===== src/rtl/mram_pwr_seq_monitor.sv =====
// mram_pwr_seq_monitor: tracks MRAM rail/control ordering, raises ready after a legal power-up, flags violations.
// Optional stall timeout enabled by defining MRAM_SEQ_MON_TIMEOUT_EN.
module mram_pwr_seq_monitor #(
    parameter int MIN_STEP_CYC = 1,
    parameter int CNT_W        = 8,
    parameter int TIMEOUT_CYC  = 200
) (
    input  logic             clk_i,
    input  logic             rst_i,
    input  logic             vdd_i,
    input  logic             vdda_i,
    input  logic             vref_i,
    input  logic             porb_i,
    input  logic             retb_i,
    input  logic             rstb_i,
    input  logic             trim_i,
    input  logic             dpd_i,
    input  logic             ceb_high_i,
    input  logic             isolate_i,
    input  logic             clear_err_i,
    output logic             ready_o,
    output logic             err_o,
    output logic [2:0]       err_code_o,
    output logic [3:0]       step_o,
    output logic [CNT_W-1:0] pu_cycles_o
);
    typedef enum logic [3:0] {
        S_OFF, S_VDD, S_VDDA, S_VREF, S_PORRET, S_RST, S_ISO, S_TRIM, S_TRIMD,
        S_READY, S_CE_OFF, S_DPD, S_ERR = 4'd15
    } state_e;

    localparam logic [9:0] B_VDD = 10'h200, B_VDDA = 10'h100, B_VREF = 10'h080, B_PORB = 10'h040;
    localparam logic [9:0] B_RETB = 10'h020, B_RSTB = 10'h010, B_TRIM = 10'h008, B_DPD = 10'h004;
    localparam logic [9:0] B_CEB = 10'h002, B_ISO = 10'h001, OFF_PAT = B_DPD | B_CEB | B_ISO;

    state_e           state_q, state_d, fwd_s, bwd_s;
    logic [9:0]       cur, chg, prev_q, fwd_m, fwd_v, bwd_m, bwd_v;
    logic [CNT_W-1:0] dwell_q, dwell_d, pu_q, pu_d;
    logic [2:0]       code_q, code_d, viol;
    logic             run_q, run_d, first_q, err_q, err_d, ready_q;
    logic             leg_f, leg_b, legal, too_fast, stall_to;

    assign cur = {vdd_i, vdda_i, vref_i, porb_i, retb_i, rstb_i, trim_i, dpd_i, ceb_high_i, isolate_i};
    assign chg = (cur ^ prev_q) & ~((state_q == S_CE_OFF) ? 10'h000 : B_DPD);

    // One forward event per state; VDD..ISO also accept the exact reverse of the step that entered them.
    always_comb begin
        fwd_m = '0;
        fwd_v = '0;
        fwd_s = S_ERR;
        bwd_m = '0;
        bwd_v = '0;
        bwd_s = S_ERR;
        case (state_q)
            S_OFF:    begin fwd_m = B_VDD;  fwd_v = B_VDD;  fwd_s = S_VDD; end
            S_VDD:    begin fwd_m = B_VDDA; fwd_v = B_VDDA; fwd_s = S_VDDA; bwd_m = B_VDD; bwd_s = S_OFF; end
            S_VDDA:   begin fwd_m = B_VREF; fwd_v = B_VREF; fwd_s = S_VREF; bwd_m = B_VDDA; bwd_s = S_VDD; end
            S_VREF:   begin fwd_m = B_PORB | B_RETB; fwd_v = fwd_m; fwd_s = S_PORRET; bwd_m = B_VREF; bwd_s = S_VDDA; end
            S_PORRET: begin fwd_m = B_RSTB; fwd_v = B_RSTB; fwd_s = S_RST; bwd_m = B_PORB | B_RETB; bwd_s = S_VREF; end
            S_RST:    begin fwd_m = B_ISO; fwd_s = S_ISO; bwd_m = B_RSTB; bwd_s = S_PORRET; end
            S_ISO:    begin fwd_m = B_TRIM; fwd_v = B_TRIM; fwd_s = S_TRIM; bwd_m = B_ISO; bwd_v = B_ISO; bwd_s = S_RST; end
            S_TRIM:   begin fwd_m = B_TRIM; fwd_s = S_TRIMD; end
            S_TRIMD:  begin fwd_m = B_CEB; fwd_s = S_READY; end
            S_READY:  begin fwd_m = B_CEB; fwd_v = B_CEB; fwd_s = S_CE_OFF; end
            S_CE_OFF: begin fwd_m = B_DPD; fwd_v = B_DPD; fwd_s = S_DPD; end
            S_DPD:    begin fwd_m = B_ISO; fwd_v = B_ISO; fwd_s = S_RST; end
            default:  ;
        endcase
    end

    assign leg_f    = (fwd_m != '0) && (chg == fwd_m) && ((cur & fwd_m) == fwd_v);
    assign leg_b    = (bwd_m != '0) && (chg == bwd_m) && ((cur & bwd_m) == bwd_v);
    assign legal    = leg_f | leg_b;
    assign too_fast = legal && (({1'b0, dwell_q} + 1'b1) < (CNT_W + 1)'(MIN_STEP_CYC));
    assign viol     = (first_q && |cur[9:7]) ? 3'd3 : too_fast ? 3'd2 :
                      (|chg && !legal) ? 3'd1 : stall_to ? 3'd4 : 3'd0;

`ifdef MRAM_SEQ_MON_TIMEOUT_EN
    localparam int SW = $clog2(TIMEOUT_CYC + 1);
    logic [SW-1:0] stall_q;
    logic          stall_run;
    assign stall_run = !(state_q inside {S_OFF, S_READY, S_ERR});
    assign stall_to  = stall_run && !legal && (stall_q == SW'(TIMEOUT_CYC - 1));
    always_ff @(posedge clk_i or posedge rst_i) begin
        if (rst_i) stall_q <= '0;
        else       stall_q <= (stall_run && !legal && !clear_err_i) ? stall_q + 1'b1 : '0;
    end
`else
    logic unused_timeout;
    assign unused_timeout = |TIMEOUT_CYC;
    assign stall_to       = 1'b0;
`endif

    always_comb begin
        state_d = state_q;
        err_d   = err_q;
        code_d  = code_q;
        dwell_d = legal ? '0 : (&dwell_q ? dwell_q : dwell_q + 1'b1);
        if (clear_err_i) begin
            state_d = S_OFF;
            err_d   = 1'b0;
            code_d  = 3'd0;
            dwell_d = '1;
        end else if (state_q != S_ERR) begin
            if (viol != 3'd0) begin
                state_d = S_ERR;
                err_d   = 1'b1;
                code_d  = viol;
            end else if (leg_f) state_d = fwd_s;
            else if (leg_b) state_d = bwd_s;
        end
        // pu_cycles only runs on a power-up started by a vdd rise from OFF; it freezes on leaving VDD..TRIMD.
        run_d = (state_d inside {[S_VDD:S_TRIMD]}) && (run_q || state_q == S_OFF);
        pu_d  = run_q ? (&pu_q ? pu_q : pu_q + 1'b1) : pu_q;
        if ((state_q == S_OFF && state_d == S_VDD) || (run_q && state_d == S_OFF)) pu_d = '0;
    end

    always_ff @(posedge clk_i or posedge rst_i) begin
        if (rst_i) begin
            state_q <= S_OFF;
            prev_q  <= OFF_PAT;
            first_q <= 1'b1;
            dwell_q <= '1;
            pu_q    <= '0;
            run_q   <= 1'b0;
            err_q   <= 1'b0;
            code_q  <= 3'd0;
            ready_q <= 1'b0;
        end else begin
            state_q <= state_d;
            prev_q  <= cur;
            first_q <= 1'b0;
            dwell_q <= dwell_d;
            pu_q    <= pu_d;
            run_q   <= run_d;
            err_q   <= err_d;
            code_q  <= code_d;
            ready_q <= (state_d == S_READY);
        end
    end

    assign ready_o     = ready_q;
    assign err_o       = err_q;
    assign err_code_o  = code_q;
    assign step_o      = state_q;
    assign pu_cycles_o = pu_q;
endmodule

===== config.mk =====
export PLATFORM = sky130hd
export DESIGN_NAME = mram_pwr_seq_monitor
export DESIGN_NICKNAME = d
export VERILOG_FILES = /design/src/rtl/mram_pwr_seq_monitor.sv
export SDC_FILE = /design/constraint.sdc
export NUM_CORES = 1
export LEC_CHECK = 0
export BUFFER_PORTS_ARGS = -buffer_cell sky130_fd_sc_hd__clkbuf_2
export CAP_MARGIN = 20
export CORE_MARGIN = 2
export CORE_UTILIZATION = 55
export CTS_BUF_LIST = sky130_fd_sc_hd__clkbuf_4 sky130_fd_sc_hd__clkbuf_8
export DETAILED_ROUTE_END_ITERATION = 8
export PLACE_DENSITY = 0.76
export REMOVE_ABC_BUFFERS = 1
export SYNTH_ARGS = -nofsm -noshare
export SYNTH_HDL_FRONTEND = slang
export SYNTH_SLANG_ARGS = --single-unit

===== constraint.sdc =====
create_clock -name clk_i -period 4.1 [get_ports clk_i]
set_input_delay 0.41 -clock clk_i [delete_from_list [all_inputs] [get_ports clk_i]]
set_output_delay 0.41 -clock clk_i [all_outputs]
set_load 0.005 [all_outputs]

==> metrics.txt, run 1 <==
worst endpoint required time=around 4.3 ns; vias per cell=~6.1; max cap viols=0; synth unique cells=68; FF/Latch Area=916 um^2; crit start category=flip-flop; P&R area growth vs syn=10.7%; Synth area leaders=dfrtp_1 22%, dfstp_2 12%, xnor2_1 5.2%, xor2_1 3.6%, nand2_1 3.5%; share of the synthesized area in the top cell type=22.4%; num rows=25; cts-stage hold buffer count=0; GPL Wtd Cong=0.911; dominant cell by count in the synthesized netlist=nand2_1; synthesized area=0.00268 mm^2; post-CTS sizing=0; Avg Cell Area, Syn=8.96 um^2; initial antenna violation count=0; CP Class=flip-flop to flip-flop; dpl hpwl=4.47 mm; Final period util=just under 90%; Leak=about 1.2 nW; dominant synthesized flop cell=dfrtp_1; largest net degree at the start of global routing=37; Cell Area, Placed=~0.0029 mm^2; Num CTS Buffers=5; Crit Path Max Fanout=16; Initial DRC Count=182; Yosys reg bits=36; die area=0.00544 mm^2; Synth Warn #=0; Starting Density=56.7%; vias in the first global route=2268; Die W=73.8 um; power per cell area=about 390 mW/mm^2; TritonRoute pass-1 iters=6; CTS clk-pin slew, worst paths=0.07 ns; buffers added on ports=28; first-pass GRT wire length=10.5 mm; TritonCTS clock tree=yes; Die Y=73.8 um; Antenna Cells=0; Detail Route Antenna Nets=0; Layout Skew=about 0.0040 ns; Seq/Total Area, Yosys=roughly 34%; share of cells above drive strength 1=~21%; Worst VDD drop=0.193 mV; wire per inst=16.0 um; H-tree Lvls=2; Nets=340; Post-CTS Repair Setup Buffers=0; number of fillers in the final layout=420; Mapped Cells=299; DR DRC count=0; post-layout min period=3.60 ns; clock sinks=36; Slew Limit Headroom=51.4%; setup TNS=0 ns; CP Capture Type=flip-flop; max-slew violation count=0; Post-synth top cells=25 x nand2_1, 24 x dfrtp_1, 19 x nor2_1; measured slew at the worst slew-check pin=0.723 ns; final instance area=0.00296 mm^2; final hold violations=0; total core area=0.00472 mm^2; Total GRT Usage=approximately a quarter; Min-Delay Path Class=input pin to async pin; multi-input gate area in the final layout=around 0.0016 mm^2; ys async rst share=100%; vias post-DR=about 2400; Synth area leader=dfrtp_1; crit path DAT=3.76 ns; status=finished clean; EDFF count, synth=0; Root Buffer=clkbuf_8; Final setup viols=0; Routed WL=6.29 mm; fmax=between 0.2 and 0.3 GHz; total grt overflow=0; Clk Latency, worst-skew pair=0.29 ns; num ports=30; CTS max path bufs=2; RSZ-0062 raised after global routing=no
==> registers in the layout (all words and copies together), names as in the netlist <==
signal	cells
run_q	1
first_q	1
ready_o	1
dwell_q	8
prev_q	10
err_code_o	2
step_o	4
pu_cycles_o	8
err_o	1
==> worst paths after layout <==
path                                     startpoint                          to  slack, ns  depth (start not counted)
worst min register to register    err_o$_DFFE_PP0P_           err_o$_DFFE_PP0P_       0.52                          2
max in group asynchronous                     rst_i         prev_q[0]$_DFF_PP1_       3.55                          3
worst min-delay path                          rst_i  pu_cycles_o[1]$_DFFE_PP0P_       0.21                          3
worst max register to register  step_o[3]$_DFF_PP0_  pu_cycles_o[5]$_DFFE_PP0P_       0.50                          8
worst max-delay path            step_o[3]$_DFF_PP0_  pu_cycles_o[5]$_DFFE_PP0P_       0.50                          8
min in group clk_i                            dpd_i         prev_q[2]$_DFF_PP1_       0.23                          1
==> worst max-delay path, stage by stage (launching register included) <==
cell and delay, ns:
dfrtp_1 0.73, nor3b_2 0.33, a221oi_1 0.12, a2111o_1 0.38
or4_4 0.52, o21ai_2 0.38, o21ai_0 0.31, nor4_4 0.53
o32ai_1 0.17
==> area by class of cell <==
cell class / instances / share of cell area (%)
clock buffer: 8 / 3.29
inverter: 10 / 1.27
multi-input combinational: 236 / 54.9
sequential: 36 / 30.9
tap: 67 / 2.83
timing repair buffer: 36 / 6.76
==> cell families (layout without fill, tap and decap cells) <==
group | count (synthesis) | count (layout) | share of synthesized area (%)
XOR/XNOR | 27 | 27 | 8.83
AND/OR/NAND/NOR | 119 | 119 | 27.3
other | 1 | 2 | 0.140
multiplexers | 8 | 8 | 3.13
flip-flops | 36 | 36 | 34.2
buffers and inverters | 28 | 54 | 5.14
AO/OA/AOI/OAI | 78 | 78 | 20.3
adder cells (fa/ha/maj) | 2 | 2 | 0.934
==> cell usage in the layout (no fill, tap or decap), drive strengths merged, types with 5 or more instances in the layout <==
cell type / instances
inv: 10
nor2: 19
dfrtp: 24
a21oi: 14
mux2i: 8
nand3: 11
nor2b: 9
xor2: 11
nand2b: 11
clkbuf: 36
o32ai: 5
buf: 8
nand4: 5
o21ai: 17
o211ai: 6
nand2: 25
a31oi: 5
o22ai: 6
xnor2: 16
dfstp: 12
==> power by group <==
part           leakage (nW)  internal (mW)  total (mW)  switching, mW
Clock                0.0523          0.150       0.275          0.125
Sequential            0.399          0.426       0.483         0.0568
Combinational         0.757          0.175       0.389          0.214
Total                  1.21          0.751        1.15          0.396
==> through the flow <==
stage,cells,util [%],hold slack [ns],setup slack [ns],power [mW]
global route,393,62.7,0.224,0.279,1.22
floorplan,282,-,0.414,0.732,0.774
CTS,393,62.7,0.221,0.492,1.15
finish,393,62.7,0.207,0.496,1.15
detailed placement,385,60.7,0.514,0.500,0.872
global placement,385,60.7,0.506,0.615,0.863
==> routing by layer <==
layer	global-route usage, %	wire, um	vias to the layer above
met1	32.6	2770	1135
met5	0	0	-
li1	-	-	1152
met3	4.66	328	21
met2	40.8	3020	77
met4	10.3	172	0
Note: power is estimated with default switching activity, not from simulation.
==> inputs of run 2 (changes only) <==
==> constraint.sdc (replaced) <==
create_clock -name clk_i -period 4.1 [get_ports clk_i]
set_input_delay 0.82 -clock clk_i [delete_from_list [all_inputs] [get_ports clk_i]]
set_output_delay 0.82 -clock clk_i [all_outputs]
set_load 0.005 [all_outputs]
==> metrics.txt, run 2 (synthesized netlist as in run 1, its figures left out) <==
crit path DAT=3.79 ns (was 3.76 ns); TritonRoute pass-1 iters=5 (was 6); post-place setup slack=0.350 ns (was 0.500 ns); post-layout min period=3.63 ns (was 3.60 ns); most flop-heavy register=prev_q (unchanged); slowest cell delay on critical path=0.58 ns (was 0.73 ns); max cap viols=0 (unchanged); Leak=1.22 nW (was 1.21 nW); Die Y=73.8 um (unchanged); measured slew at the worst slew-check pin=0.969 ns (was 0.723 ns); H-tree Lvls=2 (unchanged); DR DRC count=0 (unchanged); crit-path leading delay family=simple AND/OR/NAND/NOR gates (unchanged); cts-stage hold buffer count=0 (unchanged); CP Buf/Inv Count=1 (was 0); Antenna Cells=0 (unchanged); max-slew violation count=0 (unchanged); die area=0.00544 mm^2 (unchanged); worst endpoint required time=4.26 ns (about the same); Critical Path, Cell by Cell=buf_4, or3b_2, nand3_1, nand4_1, or4_4, o21ai_2, o21ai_0, nor4_4, o32ai_1 (was nor3b_2, a221oi_1, a2111o_1, or4_4, o21ai_2, o21ai_0, nor4_4, o32ai_1); CP max stage cell=dfrtp_1 (unchanged); vias per cell=6.16 (was 6.07); CTS clk-pin slew, worst paths=0.08 ns (was 0.07 ns); RSZ-0062 raised after global routing=no (unchanged); post-CTS sizing=0 (unchanged); FF/Latch Area=916 um^2 (unchanged); Cell Area, Placed=0.00288 mm^2 (was 0.00287 mm^2); share of cells above drive strength 1=22.0% (was 21.5%); Final period util=88.6% (was 87.9%); Root Buffer=clkbuf_8 (unchanged); Initial DRC Count=189 (was 182); power per cell area=380 mW/mm^2 (was 387 mW/mm^2); num rows=25 (unchanged); final hold violations=0 (unchanged); buffers added on ports=28 (unchanged); TritonCTS clock tree=yes (unchanged); Total GRT Usage=24.4% (was 25.1%); Die W=73.8 um (unchanged); Final Worst Setup Slack=0.467 ns (was 0.496 ns); most frequent cells in the layout=28 x clkbuf_2, 25 x nand2_1, 24 x dfrtp_1, 19 x nor2_1, 16 x xnor2_1 (unchanged); CTS max path bufs=2 (unchanged); Crit Path Max Fanout=21 (was 16); max reg flops=10 (unchanged); num ports=30 (unchanged); initial antenna violation count=0 (unchanged); largest net degree at the start of global routing=37 (unchanged); GPL Wtd Cong=0.988 (was 0.911); Post-CTS Repair Setup Buffers=0 (unchanged); P&R area growth vs syn=10.9% (was 10.7%); final instance area=0.00297 mm^2 (was 0.00296 mm^2); CP Capture Type=flip-flop (unchanged); Slew Limit Headroom=34.4% (was 51.4%); Layout Skew=0.0106 ns (was 0.00405 ns); number of fillers in the final layout=416 (was 420); clock sinks=36 (unchanged); fmax=0.275 GHz (was 0.277 GHz); total core area=0.00472 mm^2 (unchanged); Starting Density=56.7% (unchanged); vias in the first global route=2189 (was 2268); Worst VDD drop=0.268 mV (was 0.193 mV); multi-input gate area in the final layout=0.00163 mm^2 (unchanged); Min-Delay Path Class=flip-flop to flip-flop (was input pin to async pin); commonest non-fill, non-tap cell in the layout=clkbuf_2 (unchanged); Num CTS Buffers=5 (unchanged); Clk Latency, worst-skew pair=0.29 ns (about the same); Detail Route Antenna Nets=0 (unchanged); total grt overflow=0 (unchanged); final core occ=62.9% (was 62.7%); Final setup viols=0 (unchanged); CP Class=flip-flop to flip-flop (unchanged); dpl hpwl=4.54 mm (was 4.47 mm); Nets=342 (was 340); worst hold margin=0.503 ns (was 0.207 ns); crit start category=flip-flop (unchanged); wire per inst=15.3 um (was 16.0 um); vias post-DR=2433 (was 2385); setup TNS=0 ns (unchanged); Routed WL=6.06 mm (was 6.29 mm); first-pass GRT wire length=10.3 mm (was 10.5 mm); status=finished clean (unchanged)
[run 2: cell types whose count changed in the layout (fill, tap and decap cells not counted)]
| cell | before | now |
|---|---|---|
| buf_4 | 8 | 10 |
| clkbuf_8 | 6 | 5 |
| clkinv_2 | 0 | 1 |
[run 2: cell type report]
cell class	count	share of cell area, %
Clock inverter	1	0.169
Tap cell	67	2.82
Multi-Input combinational cell	236	54.8
Inverter	10	1.26
Sequential cell	36	30.8
Clock buffer	7	2.82
Timing Repair Buffer	38	7.25
[run 2: final timing paths]
check | startpoint | end | slack [ns] | cells after the start
setup / recovery | step_o[1]$_DFF_PP0_ | pu_cycles_o[7]$_DFFE_PP0P_ | 0.47 | 9
hold / removal | err_o$_DFFE_PP0P_ | err_o$_DFFE_PP0P_ | 0.50 | 2
setup reg to reg | step_o[1]$_DFF_PP0_ | pu_cycles_o[7]$_DFFE_PP0P_ | 0.47 | 9
hold reg to reg | err_o$_DFFE_PP0P_ | err_o$_DFFE_PP0P_ | 0.50 | 2
max in group asynchronous | rst_i | first_q$_DFF_PP1_ | 3.14 | 3
min in group asynchronous | rst_i | pu_cycles_o[2]$_DFFE_PP0P_ | 0.61 | 3
[run 2: per-stage QoR]
| step | total power, mW | std cells |
|---|---|---|
| global placement | 0.865 | 387 |
| global route | 1.21 | 395 |
| CTS | 1.14 | 395 |
| finish | 1.13 | 395 |
| floorplan | 0.774 | 282 |
| detailed placement | 0.873 | 387 |
[run 2: tightest hold or removal path: stages (launching register included)]
cell and delay (ns):
dfrtp_1 0.34, a21oi_1 0.04, nor2_1 0.08
[run 2: metal layers]
metal,GRT usage (%),vias up,routed length (um)
met1,32.4,1165,2690
met3,4.39,21,286
met5,0,-,0
met4,8.89,0,169
li1,-,1161,-
met2,39.7,86,2920
[run 2: where the power goes]
| group | leakage [nW] | switching, mW | internal (mW) |
|---|---|---|---|
| Combinational | 0.767 | 0.217 | 0.177 |
| Clock | 0.0491 | 0.122 | 0.132 |
| Sequential | 0.399 | 0.0540 | 0.426 |
